--- src/rtl/ac_pkg.sv ---
// Shared definitions for the access_control sequencer: FSM state encoding and
// register-file word indices.
package ac_pkg;

  typedef logic [2:0] ac_state_t;

  localparam ac_state_t StIdle   = 3'd0;
  localparam ac_state_t StClrEnd = 3'd1;
  localparam ac_state_t StClrSt  = 3'd2;
  localparam ac_state_t StRun    = 3'd3;
  localparam ac_state_t StDone   = 3'd4;

  localparam int unsigned CRF_IDX_UPSTR   = 0;
  localparam int unsigned CRF_IDX_UPENDR  = 1;
  localparam int unsigned CRF_IDX_UPSRCAR = 2;
  localparam int unsigned CRF_IDX_UPDSTAR = 3;

  localparam int unsigned UPSTR_START_BIT = 0;

endpackage

--- src/rtl/ac_cmd_gen.sv ---
// Burst command stream generator: issues COUNT commands at base + idx*BURST_BYTES
// over a registered valid/ready handshake while enabled.
module ac_cmd_gen #(
  parameter int unsigned ADDR_WIDTH  = 32,
  parameter int unsigned BURST_BYTES = 256,
  parameter int unsigned COUNT       = 8
) (
  input  logic                  clk,
  input  logic                  rstn,
  input  logic                  clear_i,
  input  logic                  en_i,
  input  logic [ADDR_WIDTH-1:0] base_i,
  output logic                  valid_o,
  input  logic                  ready_i,
  output logic [ADDR_WIDTH-1:0] addr_o,
  output logic                  all_acc_o
);

  localparam int unsigned CntW    = $clog2(COUNT + 1);
  localparam int unsigned BurstLg = $clog2(BURST_BYTES);
  localparam logic [CntW-1:0] CountC = CntW'(COUNT);

  logic [CntW-1:0]       idx_q, idx_d;
  logic                  valid_q, valid_d;
  logic [ADDR_WIDTH-1:0] addr_q, addr_d;
  logic [ADDR_WIDTH-1:0] off;

  // Next index/valid/address; address recomputed from idx so a stall leaves it unchanged.
  always_comb begin
    idx_d   = idx_q;
    valid_d = valid_q;
    addr_d  = addr_q;
    off     = '0;
    if (clear_i) begin
      idx_d   = '0;
      valid_d = 1'b0;
    end else if (en_i) begin
      if (valid_q && ready_i) begin
        idx_d = idx_q + CntW'(1);
      end
      valid_d = (idx_d < CountC);
      off     = ADDR_WIDTH'(idx_d) << BurstLg;
      if (valid_d) begin
        addr_d = base_i + off;
      end
    end else begin
      valid_d = 1'b0;
    end
  end

  // Stream state registers.
  always_ff @(posedge clk or negedge rstn) begin
    if (!rstn) begin
      idx_q   <= '0;
      valid_q <= 1'b0;
      addr_q  <= '0;
    end else begin
      idx_q   <= idx_d;
      valid_q <= valid_d;
      addr_q  <= addr_d;
    end
  end

  assign valid_o   = valid_q;
  assign addr_o    = addr_q;
  assign all_acc_o = (idx_q == CountC);

endmodule

--- src/rtl/access_control.sv ---
// PL-side frame sequencer: takes a start request from the config register file,
// clears the status registers, streams read/write DMA burst commands, waits for all
// write completions, then flags completion through UPENDR.
module access_control
  import ac_pkg::*;
#(
  parameter int unsigned CRF_DATA_WIDTH = 32,
  parameter int unsigned CRF_ADDR_WIDTH = 32,
  parameter int unsigned ADDR_WIDTH     = 32,
  parameter int unsigned BURST_BYTES    = 256,
  parameter int unsigned SRC_BYTES      = 2073600,
  parameter int unsigned DST_BYTES      = 33177600
) (
  input  logic                      clk,
  input  logic                      rstn,
  input  logic [CRF_DATA_WIDTH-1:0] crf_ac_UPSTR,
  input  logic [CRF_DATA_WIDTH-1:0] crf_ac_UPENDR,
  input  logic [CRF_DATA_WIDTH-1:0] crf_ac_UPSRCAR,
  input  logic [CRF_DATA_WIDTH-1:0] crf_ac_UPDSTAR,
  input  logic                      crf_ac_wbusy,
  output logic                      ac_crf_wrt,
  output logic [CRF_ADDR_WIDTH-1:0] ac_crf_waddr,
  output logic [CRF_DATA_WIDTH-1:0] ac_crf_wdata,
  output logic                      rd_cmd_valid,
  input  logic                      rd_cmd_ready,
  output logic [ADDR_WIDTH-1:0]     rd_cmd_addr,
  output logic                      wr_cmd_valid,
  input  logic                      wr_cmd_ready,
  output logic [ADDR_WIDTH-1:0]     wr_cmd_addr,
  input  logic                      wr_done,
  output logic                      ac_busy
);

  localparam int unsigned NRD   = SRC_BYTES / BURST_BYTES;
  localparam int unsigned NWR   = DST_BYTES / BURST_BYTES;
  localparam int unsigned DoneW = $clog2(NWR + 1);
  localparam int unsigned MaxW  = (ADDR_WIDTH > CRF_DATA_WIDTH) ? ADDR_WIDTH : CRF_DATA_WIDTH;
  localparam logic [DoneW-1:0] NwrC = DoneW'(NWR);

  // Truncate or zero-extend a register value to a DMA byte address.
  function automatic logic [ADDR_WIDTH-1:0] to_addr(input logic [CRF_DATA_WIDTH-1:0] d);
    logic [MaxW-1:0] t;
    t = MaxW'(d);
    return t[ADDR_WIDTH-1:0];
  endfunction

  ac_state_t                 state_q, state_d;
  logic                      wrt_q, wrt_d;
  logic [CRF_ADDR_WIDTH-1:0] waddr_q, waddr_d;
  logic [CRF_DATA_WIDTH-1:0] wdata_q, wdata_d;
  logic [ADDR_WIDTH-1:0]     src_q, src_d, dst_q, dst_d;
  logic [DoneW-1:0]          done_cnt_q, done_cnt_d;
  logic                      gen_clear, gen_en, rd_all, wr_all, taken;

  // UPENDR is status-only here; the other UPSTR bits carry no meaning for this block.
  logic unused_inputs;
  assign unused_inputs = ^{crf_ac_UPENDR, crf_ac_UPSTR, wr_all};

  assign taken  = wrt_q & ~crf_ac_wbusy;
  assign gen_en = (state_q == StRun);

  // Sequencer next state and CRF write request.
  always_comb begin
    state_d    = state_q;
    wrt_d      = wrt_q;
    waddr_d    = waddr_q;
    wdata_d    = wdata_q;
    src_d      = src_q;
    dst_d      = dst_q;
    done_cnt_d = done_cnt_q;
    gen_clear  = 1'b0;
    case (state_q)
      StIdle: begin
        if (crf_ac_UPSTR[UPSTR_START_BIT]) begin
          src_d      = to_addr(crf_ac_UPSRCAR);
          dst_d      = to_addr(crf_ac_UPDSTAR);
          done_cnt_d = '0;
          gen_clear  = 1'b1;
          wrt_d      = 1'b1;
          waddr_d    = CRF_ADDR_WIDTH'(CRF_IDX_UPENDR);
          wdata_d    = '0;
          state_d    = StClrEnd;
        end
      end
      StClrEnd: begin
        if (taken) begin
          wrt_d   = 1'b0;
          state_d = StClrSt;
        end
      end
      StClrSt: begin
        // wrt is low for one cycle after the previous write was taken.
        if (!wrt_q) begin
          wrt_d   = 1'b1;
          waddr_d = CRF_ADDR_WIDTH'(CRF_IDX_UPSTR);
          wdata_d = '0;
        end else if (taken) begin
          wrt_d   = 1'b0;
          state_d = StRun;
        end
      end
      StRun: begin
        if (wr_done && (done_cnt_q != NwrC)) begin
          done_cnt_d = done_cnt_q + DoneW'(1);
        end
        if ((done_cnt_q == NwrC) && rd_all) begin
          wrt_d   = 1'b1;
          waddr_d = CRF_ADDR_WIDTH'(CRF_IDX_UPENDR);
          wdata_d = CRF_DATA_WIDTH'(1);
          state_d = StDone;
        end
      end
      StDone: begin
        if (taken) begin
          wrt_d   = 1'b0;
          state_d = StIdle;
        end
      end
      default: begin
        wrt_d   = 1'b0;
        state_d = StIdle;
      end
    endcase
  end

  // Sequencer state, snapshots and completion counter.
  always_ff @(posedge clk or negedge rstn) begin
    if (!rstn) begin
      state_q    <= StIdle;
      wrt_q      <= 1'b0;
      waddr_q    <= '0;
      wdata_q    <= '0;
      src_q      <= '0;
      dst_q      <= '0;
      done_cnt_q <= '0;
    end else begin
      state_q    <= state_d;
      wrt_q      <= wrt_d;
      waddr_q    <= waddr_d;
      wdata_q    <= wdata_d;
      src_q      <= src_d;
      dst_q      <= dst_d;
      done_cnt_q <= done_cnt_d;
    end
  end

  ac_cmd_gen #(
    .ADDR_WIDTH  (ADDR_WIDTH),
    .BURST_BYTES (BURST_BYTES),
    .COUNT       (NRD)
  ) u_rd_gen (
    .clk       (clk),
    .rstn      (rstn),
    .clear_i   (gen_clear),
    .en_i      (gen_en),
    .base_i    (src_q),
    .valid_o   (rd_cmd_valid),
    .ready_i   (rd_cmd_ready),
    .addr_o    (rd_cmd_addr),
    .all_acc_o (rd_all)
  );

  ac_cmd_gen #(
    .ADDR_WIDTH  (ADDR_WIDTH),
    .BURST_BYTES (BURST_BYTES),
    .COUNT       (NWR)
  ) u_wr_gen (
    .clk       (clk),
    .rstn      (rstn),
    .clear_i   (gen_clear),
    .en_i      (gen_en),
    .base_i    (dst_q),
    .valid_o   (wr_cmd_valid),
    .ready_i   (wr_cmd_ready),
    .addr_o    (wr_cmd_addr),
    .all_acc_o (wr_all)
  );

  assign ac_crf_wrt   = wrt_q;
  assign ac_crf_waddr = waddr_q;
  assign ac_crf_wdata = wdata_q;
  assign ac_busy      = (state_q != StIdle);

endmodule

--- config.mk ---
export PLATFORM = sky130hd
export DESIGN_NAME = access_control
export DESIGN_NICKNAME = d
export VERILOG_FILES = /design/src/rtl/ac_pkg.sv /design/src/rtl/ac_cmd_gen.sv /design/src/rtl/access_control.sv
export SDC_FILE = /design/constraint.sdc
export NUM_CORES = 1
export LEC_CHECK = 0
export ABC_AREA = 1
export BUFFER_PORTS_ARGS = -buffer_cell sky130_fd_sc_hd__buf_2
export CAP_MARGIN = 25
export CORE_MARGIN = 4
export CORE_UTILIZATION = 33
export DETAILED_ROUTE_END_ITERATION = 10
export PLACE_DENSITY_LB_ADDON = 0.12
export SYNTH_ARGS = -nofsm -noshare
export SYNTH_HDL_FRONTEND = slang
export SYNTH_HIERARCHICAL = 1
export SYNTH_SLANG_ARGS = --single-unit
--- constraint.sdc ---
create_clock -name clk -period 3.5 [get_ports clk]
set_clock_uncertainty 0.2 [all_clocks]
set_input_delay 0.175 -clock clk [delete_from_list [all_inputs] [get_ports clk]]
set_output_delay 0.175 -clock clk [all_outputs]
set_load 0.01 [all_outputs]
==> results.sh, run 1 <==
export IMPL_critPathKind="reg -> reg"
export IMPL_power_density_mw_per_mm2=453
export IMPL_path_cells="ha_1, inv_1, nor2_4, nand3_2, nor2_2, xor2_1, inv_1, ha_1, a21o_1, a31oi_1, nand2_1, a21oi_1, xnor2_1, nand3_1, nand2_1"
export IMPL_cts_sinks=183
export IMPL_start_util_pct=33.4
export IMPL_syn_instance_count=1598
export IMPL_leakage_nw=7.70
export IMPL_finalPower_mw=6.22
export IMPL_yosysWarnings=6
export IMPL_dp_hpwl_microns=23700
export IMPL_syn_avg_cell_area_sq_um=7.21
export IMPL_grt_pass1_wl_microns=53600
export IMPL_layout_nets=1974
export IMPL_vias=10400
export IMPL_routed_via_density=4.57
export IMPL_ios=266
export IMPL_rows=68
export IMPL_htree_levels=4
export IMPL_critPathMaxStageDelay_ns=0.41
export IMPL_fp_dieH_microns=195
export IMPL_worstPathRequired_ns=3.68
export IMPL_max_freq_mhz=324
export IMPL_critical_path_slowest_cell="dfrtp_1"
export IMPL_fp_dieW_microns=195
export IMPL_dieArea_sq_mm=0.0380
export IMPL_ir_drop_uv=340
export IMPL_min_path_type="in -> async"
export IMPL_drv_slew=0
export IMPL_grt_pass1_vias=10300
export IMPL_clkSlewWorstSetupHoldPaths_ns=0.07
export IMPL_tns_ns=0
export IMPL_cts_tree="built"
export IMPL_grt_overflow=0
export IMPL_drc=0
export IMPL_cp_max_fo=5
export IMPL_clk_path_buf_depth=2
export IMPL_hold_viol_final=0
export IMPL_dr_pass1_iters=5
export IMPL_cts_setup_buffers=0
export IMPL_r2r_setup_slack_ns=0.41
export IMPL_cp_end_kind="flop"
export IMPL_timing_rr_start="u_wr_gen/idx_q[1]"
export IMPL_wl_per_cell_microns=14.5
export IMPL_fp_coreArea_sq_mm=0.0345
export IMPL_insertion_delay_ns=0.44
export IMPL_crit_start="u_wr_gen/idx_q[1]"
export IMPL_cp_start_kind="flop"
export IMPL_timing_final_crit_period_ns=3.09
export IMPL_first_iter_violations=547
export IMPL_grtUsageTotal_pct=17.3
export IMPL_final_cell_mix="647 x nand2_1, 183 x dfrtp_1, 145 x inv_1"
export IMPL_ant_nets=0
export IMPL_setup_viol_count_final=0
export IMPL_port_buffer_count=140
export IMPL_area_growth_pct=19.1
export IMPL_routabilityCongestion=0.865
export IMPL_routed_wl_microns=32700
export IMPL_period_share_pct=88.3
export IMPL_syn_area_sq_mm=0.0115
export IMPL_drv_cap=0
export IMPL_outcome="completed"
export IMPL_max_slew_margin_pct=44.3
export IMPL_tightest_slew_ns=0.835
export IMPL_drive_gt1_share_pct=13.3
export IMPL_grt_antenna_before_repair=0
export IMPL_cts_buffers=17
export IMPL_ctsRootBufferMaster="clkbuf_16"
export IMPL_grt_setup_unrepaired="no"
export IMPL_diodes=0
export IMPL_crit_arrival_ns=3.27
export IMPL_layout_commonest_cell="nand2_1"
export IMPL_grt_max_degree=96
==> flip-flops by register name, indices dropped and copies added (netlist names), 3 cells and up <==
signal / flops
done_cnt_q: 17
u_rd_gen/addr_o: 32
u_wr_gen/addr_o: 32
u_rd_gen/idx_q: 13
dst_q: 32
u_wr_gen/idx_q: 17
src_q: 32
state_q: 3
==> critical path, delay by kind of cell, from the launching register on <==
family | cells | cell delay (ns)
and+or+nand+nor | 6 | 0.73
buffers and inverters | 2 | 0.16
AOI/OAI and AO/OA | 3 | 0.62
adders and majority gates | 2 | 0.48
DFF | 1 | 0.41
xor gates and xnor gates | 2 | 0.45
==> metal layers <==
metal  routed length (microns)  vias up  track usage (%)  part of all wire, %
met3                      1190       24             2.76                  3.6
met1                     16200     4837             24.6                   50
li1                          -     5293                -                    -
met5                         0        -                0                    0
met4                       448        0             4.71                  1.4
met2                     14800      196             27.4                   45
==> per-stage QoR <==
stage	util (%)	instances	instance area (sq um)	hold WS [ns]	worst slack [ns]
after floorplan	-	1659	11800	-0.321	0.751
after global placement	36.2	2165	12500	-0.0644	0.421
after detailed placement	36.2	2165	12500	-0.0623	0.412
after CTS	39.8	2263	13700	0.0120	0.384
after global routing	39.8	2263	13700	0.0456	0.0478
final	39.8	2263	13700	0.0302	0.409
==> area by class of cell <==
type | instances | area (sq um)
repair buffers | 219 | 1480
inverters | 158 | 596
fillers | 3637 | 20700
clock inverters | 9 | 116
flip-flops and latches | 183 | 4580
well taps | 455 | 569
clock buffers | 22 | 474
multi-input cells | 1217 | 5900
==> where the power goes <==
part           internal, mW  switching (mW)  leakage [nW]
combinational         0.601            1.05          5.02
clock                  1.11           0.861         0.287
sequential             2.36           0.243          2.39
==> worst paths after layout <==
path | end | depth (start not counted)
setup reg to reg | u_wr_gen/addr_o[21] | 15
max in group asynchronous | dst_q[17] | 3
setup / recovery | u_wr_gen/addr_o[21] | 15
hold reg to reg | u_rd_gen/addr_o[3] | 2
min in group clk | state_q[1] | 4
hold / removal | u_rd_gen/addr_o[7] | 2
==> what timing repair did <==
| item | in CTS | in global routing |
|---|---|---|
| hold endpoints to repair | 267 | 0 |
| gates resized for setup | 0 | 0 |
| hold buffers | 67 | 0 |
No activity file was read; power rests on OpenSTA's default activity.
==> run 2, diff against run 1 <==
==> constraint.sdc (replaced) <==
create_clock -name clk -period 2.54 [get_ports clk]
set_clock_uncertainty 0.2 [all_clocks]
set_input_delay 0.127 -clock clk [delete_from_list [all_inputs] [get_ports clk]]
set_output_delay 0.127 -clock clk [all_outputs]
set_load 0.01 [all_outputs]
==> run 2 against run 1 <==
  * The flow now finishes with violations (setup timing)
  * Sequential power rose by 37%
  * Register-to-register slack got worse by 0.73 ns
  * Critical path depth rose by 1
  * Cell count rose by 9.1%
  * First-iteration DRC count rose by 21%
  * Non-clock buffer count rose by 206
  * Clock-buffer cell count fell by 1
  * Hold slack improved by 0.069 ns
  * Combinational power rose to 2.6 times the previous value
  * Critical path type unchanged
  * Highest routed layer unchanged
==> results.sh, run 2 (same netlist as run 1, synthesis figures left out) <==
export IMPL_outcome="finished, violations left"
export IMPL_violations="setup timing"
export IMPL_routed_via_density=4.55
export IMPL_dr_pass1_iters=5
export IMPL_cts_buffers=17
export IMPL_layout_commonest_cell="nand2_1"
export IMPL_ctsRootBufferMaster="clkbuf_16"
export IMPL_dieArea_sq_mm=0.0380
export IMPL_period_share_pct=113
export IMPL_drv_cap=0
export IMPL_cp_start_kind="flop"
export IMPL_drc=0
export IMPL_hold_viol_final=0
export IMPL_tightest_slew_ns=0.783
export IMPL_stdcell_count=2469
export IMPL_layout_nets=2182
export IMPL_setup_ws_ns=-0.321
export IMPL_final_cell_mix="547 x nand2_1, 181 x dfrtp_1, 170 x buf_4"
export IMPL_tns_ns=-6.99
export IMPL_grt_max_degree=65
export IMPL_diodes=0
export IMPL_routabilityCongestion=0.934
export IMPL_setup_viol_count_final=50
export IMPL_grt_antenna_before_repair=0
export IMPL_max_slew_margin_pct=47.8
export IMPL_vias=11200
export IMPL_critPathKind="reg -> reg"
export IMPL_timing_rr_start="u_wr_gen/idx_q[1]"
export IMPL_grt_pass1_wl_microns=57000
export IMPL_area_growth_pct=50.0
export IMPL_grt_setup_unrepaired="yes"
export IMPL_drive_gt1_share_pct=36.4
export IMPL_leakage_nw=9.07
export IMPL_grtUsageTotal_pct=18.3
export IMPL_holdWs_ns=0.0991
export IMPL_timing_final_crit_period_ns=2.86
export IMPL_dp_hpwl_microns=25600
export IMPL_placed_cell_area_sq_mm=0.0136
export IMPL_drv_slew=0
export IMPL_wl_per_cell_microns=15.2
export IMPL_insertion_delay_ns=0.45
export IMPL_rr_worst_depth=16
export IMPL_port_buffer_count=140
export IMPL_ir_drop_uv=529
export IMPL_ant_nets=0
export IMPL_grt_overflow=0
export IMPL_fp_dieW_microns=195
export IMPL_clkSlewWorstSetupHoldPaths_ns=0.07
export IMPL_final_cell_area_sq_mm=0.0173
export IMPL_max_freq_mhz=350
export IMPL_htree_levels=4
export IMPL_r2r_setup_slack_ns=-0.32
export IMPL_routed_wl_microns=37400
export IMPL_cp_end_kind="flop"
export IMPL_fp_coreArea_sq_mm=0.0345
export IMPL_first_iter_violations=664
export IMPL_cts_sinks=183
export IMPL_clk_path_buf_depth=2
export IMPL_ios=266
export IMPL_cp_max_fo=4
export IMPL_rr_endpoint="u_wr_gen/addr_o[23]"
export IMPL_grt_pass1_vias=11000
export IMPL_start_util_pct=33.4
export IMPL_worstPathRequired_ns=2.73
export IMPL_fp_dieH_microns=195
export IMPL_power_density_mw_per_mm2=610
export IMPL_cts_tree="built"
export IMPL_rows=68
export IMPL_min_path_type="in -> async"
export IMPL_crit_arrival_ns=3.05
export IMPL_place_inst=2302
## run 2: area by class of cell
cell class | count | area [sq um]
Clock buffer | 21 | 460
Clock inverter | 8 | 125
Fill cell | 3314 | 17200
Inverter | 158 | 619
Multi-Input combinational cell | 1219 | 7610
Sequential cell | 183 | 4580
Tap cell | 455 | 569
Timing Repair Buffer | 425 | 3310
## run 2: per-stage QoR
stage	setup WS [ns]	power, mW	util (%)
CTS	-0.289	9.91	46.2
finish	-0.321	10.5	50.2
detailed placement	-0.343	6.57	39.5
global route	-0.458	11.2	50.2
floorplan	-0.0535	5.15	-
global placement	-0.293	6.55	39.5
## run 2: worst max path at each step
stage | startpoint | cells past startpoint | slack [ns] | endpoint
finish | u_wr_gen/idx_q[1] | 16 | -0.32 | u_wr_gen/addr_o[23]
global route | u_wr_gen/idx_q[1] | 19 | -0.46 | u_wr_gen/addr_o[27]
CTS | u_wr_gen/idx_q[1] | 18 | -0.29 | u_wr_gen/addr_o[31]
detailed placement | u_wr_gen/valid_o | 19 | -0.34 | u_wr_gen/addr_o[29]
global placement | u_wr_gen/idx_q[0] | 16 | -0.29 | u_wr_gen/addr_o[26]
floorplan | u_wr_gen/idx_q[0] | 17 | -0.05 | u_wr_gen/addr_o[28]
## run 2: timing repair
item	4_1_cts	5_1_grt
gates cloned	0	5
hold buffers	76	0
buffers inserted	21	38
resized for setup	174	235
pin swaps	91	159
endpoints found under the setup margin	40	79
endpoints found under the hold margin	269	0
## run 2: metal layers
layer  track usage, %  part of all wire, %  up-vias
met5                0                    0        -
met4             3.88                  1.0        0
met3             2.98                  3.2       26
met2             29.8                   48      207
met1             25.8                   48     5320
li1                 -                    -     5690
## run 2: critical path, cell delays in order (launching register included)
cell and delay [ns]:
dfrtp_1 0.40, ha_2 0.20, inv_2 0.04, nor2_4 0.17, buf_6 0.15, nand3_4 0.07, xor2_2 0.20, ha_4 0.32
nand2_1 0.07, nor2_1 0.18, nand2_1 0.10, nand2_2 0.15, nand3_1 0.08, nand2_1 0.10, xor2_1 0.15, nand3_1 0.13
nand2_1 0.07
## run 2: power breakdown
group,total (mW),internal [mW],switching [mW]
Clock,2.76,1.58,1.17
Sequential,3.56,3.25,0.313
Combinational,4.23,1.98,2.24
==> run 3, diff against run 2 <==
--- a/config.mk
+++ b/config.mk
@@ -10,8 +10,10 @@
 export CAP_MARGIN = 25
 export CORE_MARGIN = 4
 export CORE_UTILIZATION = 33
+export CTS_BUF_LIST = sky130_fd_sc_hd__clkbuf_8
 export DETAILED_ROUTE_END_ITERATION = 10
 export PLACE_DENSITY_LB_ADDON = 0.12
+export SLEW_MARGIN = 20
 export SYNTH_ARGS = -nofsm -noshare
 export SYNTH_HDL_FRONTEND = slang
 export SYNTH_HIERARCHICAL = 1
==> run 3 against run 2 <==
  * The run still ends with setup timing left
  * Via count decreased by 0.34%
  * Die area is the same
  * Sequential cell count is the same
  * Clock power is 25% lower
  * Critical path depth is the same
  * Largest cell class unchanged
==> results.sh, run 3 (same netlist as run 1, synthesis figures left out) <==
export IMPL_timing_rr_start="u_wr_gen/idx_q[1]"
export IMPL_dp_hpwl_microns=25600
export IMPL_grt_pass1_wl_microns=57300
export IMPL_intPower_mw=6.16
export IMPL_cp_end_kind="flop"
export IMPL_pwr_share_comb_pct=41.8
export IMPL_critical_path_slowest_cell="dfrtp_1"
export IMPL_violations="setup timing"
export IMPL_start_util_pct=33.4
export IMPL_routabilityCongestion=0.934
export IMPL_final_cell_mix="551 x nand2_1, 180 x dfrtp_1, 176 x buf_4"
export IMPL_place_ws_ns=-0.343
export IMPL_fp_coreArea_sq_mm=0.0345
export IMPL_path_cells="ha_2, inv_2, nor2_4, buf_4, nand3_1, xor2_2, ha_4, nand2_1, nor2_1, nand2_1, nand2_2, nand3_1, nand2_1, xor2_1, nand3_1, nand2_1"
export IMPL_switchingPower_mw=3.54
export IMPL_p_seq_share_pct=36.8
export IMPL_dieArea_sq_mm=0.0380
export IMPL_layout_commonest_cell="nand2_1"
export IMPL_grtUsageTotal_pct=18.4
export IMPL_power_density_mw_per_mm2=572
export IMPL_area_growth_pct=47.3
export IMPL_min_path_type="in -> async"
export IMPL_clk_path_buf_depth=2
export IMPL_outcome="finished, violations left"
export IMPL_tightest_slew_ns=0.783
export IMPL_dr_pass1_iters=5
export IMPL_critPathMaxStageDelay_ns=0.40
export IMPL_drv_slew=0
export IMPL_grt_antenna_before_repair=0
export IMPL_worstPathRequired_ns=2.78
export IMPL_critPathKind="reg -> reg"
export IMPL_grt_pass1_vias=11000
export IMPL_htree_levels=4
export IMPL_routed_via_density=4.53
export IMPL_fp_dieW_microns=195
export IMPL_fp_dieH_microns=195
export IMPL_cts_sinks=183
export IMPL_timing_final_crit_period_ns=2.84
export IMPL_hold_viol_final=0
export IMPL_crit_arrival_ns=3.08
export IMPL_ios=266
export IMPL_switching_share_pct=36.5
export IMPL_drive_gt1_share_pct=35.5
export IMPL_drc=0
export IMPL_insertion_delay_ns=0.50
export IMPL_setup_viol_count_final=38
export IMPL_crit_start="u_wr_gen/idx_q[1]"
export IMPL_wl_per_cell_microns=14.7
export IMPL_period_share_pct=112
export IMPL_cp_start_kind="flop"
export IMPL_diodes=0
export IMPL_drv_cap=0
export IMPL_crit_top_cell="nand2_1"
export IMPL_grt_overflow=0
export IMPL_cts_tree="built"
export IMPL_ir_drop_uv=334
export IMPL_vias=11200
export IMPL_clkSlewWorstSetupHoldPaths_ns=0.10
export IMPL_max_slew_margin_pct=47.8
export IMPL_routed_wl_microns=36400
export IMPL_port_buffer_count=140
export IMPL_cp_max_fo=4
export IMPL_leakage_nw=9.00
export IMPL_cts_buffers=17
export IMPL_clockPowerShare_pct=21.4
export IMPL_first_iter_violations=583
export IMPL_grt_setup_unrepaired="yes"
export IMPL_finalPower_mw=9.70
export IMPL_ctsRootBufferMaster="clkbuf_8"
export IMPL_setup_ws_ns=-0.301
export IMPL_layout_nets=2186
export IMPL_max_freq_mhz=352
export IMPL_ant_nets=0
export IMPL_grt_max_degree=65
export IMPL_rows=68
-- run 3: changes by cell type in the layout (fill, tap and decap cells not counted), sizes merged --
cell	previous run	this run
dlygate4sd3	75	80
clkbuf	25	23
inv	155	157
nand2	672	670
buf	346	347
-- run 3: worst max-delay path: cells and delay by family (launching register included) --
kind / cells / cell delay, ns
xor+xnor: 2 / 0.35
simple gates: 10 / 1.14
flops: 1 / 0.40
buf+inv: 2 / 0.20
fa+ha+maj: 2 / 0.52
-- run 3: stage by stage --
step / setup TNS [ns] / area [sq um] / cells / hold WS [ns] / utilization [%]
after floorplan: -0.188 / 11800 / 1659 / -0.369 / -
after global placement: -7.26 / 13600 / 2302 / -0.106 / 39.5
after detailed placement: -8.65 / 13600 / 2302 / -0.115 / 39.5
after CTS: -5.21 / 15900 / 2445 / 0.00540 / 46.2
after global routing: -13.03 / 17000 / 2473 / 0.0324 / 49.3
final: -6.37 / 17000 / 2473 / 0.0488 / 49.3
-- run 3: layout make-up --
class / instances / area, sq um
clock buffers: 19 / 262
clock inverters: 10 / 133
fillers: 3393 / 17500
inverters: 158 / 622
multi-input cells: 1217 / 7480
flip-flops and latches: 183 / 4580
well taps: 455 / 569
repair buffers: 431 / 3320
-- run 3: final timing paths --
kind / slack, ns / endpoint / cells after the start
max: -0.30 / u_wr_gen/addr_o[23] / 16
min in group clk: 0.11 / u_wr_gen/idx_q[5] / 6
min reg2reg: 0.27 / u_rd_gen/addr_o[20] / 2
max in group asynchronous: 1.68 / u_wr_gen/addr_o[27] / 3
min: 0.05 / src_q[9] / 3
max reg2reg: -0.30 / u_wr_gen/addr_o[23] / 16
-- run 3: power by group through the flow --
| stage | clock network, mW | registers, mW | logic (mW) |
|---|---|---|---|
| 6_report | 2.08 | 3.57 | 4.05 |
| 5_1_grt | 2.27 | 3.62 | 4.45 |
| 4_1_cts | 2.17 | 3.54 | 3.64 |
| 3_5_place_dp | 0 | 3.60 | 2.97 |
| 3_3_place_gp | 0 | 3.59 | 2.96 |
| 2_1_floorplan | 0 | 3.64 | 1.51 |
-- run 3: layer usage --
layer  global-route usage (%)  vias up  part of all wire (%)
met2                     30.1      187                    48
met4                     4.65        0                   1.4
met3                     2.65       28                   2.8
met5                        0        -                     0
met1                     25.7     5294                    48
li1                         -     5696                     -
-- run 3: timing repair --
item                                    4_1_cts  5_1_grt
buffers inserted                             33       31
hold buffers                                 81        0
hold endpoints to repair                    269        0
pin swaps                                    99      134
cloned                                        0        4
endpoints found under the setup margin       40       79
resized for setup                           188      203
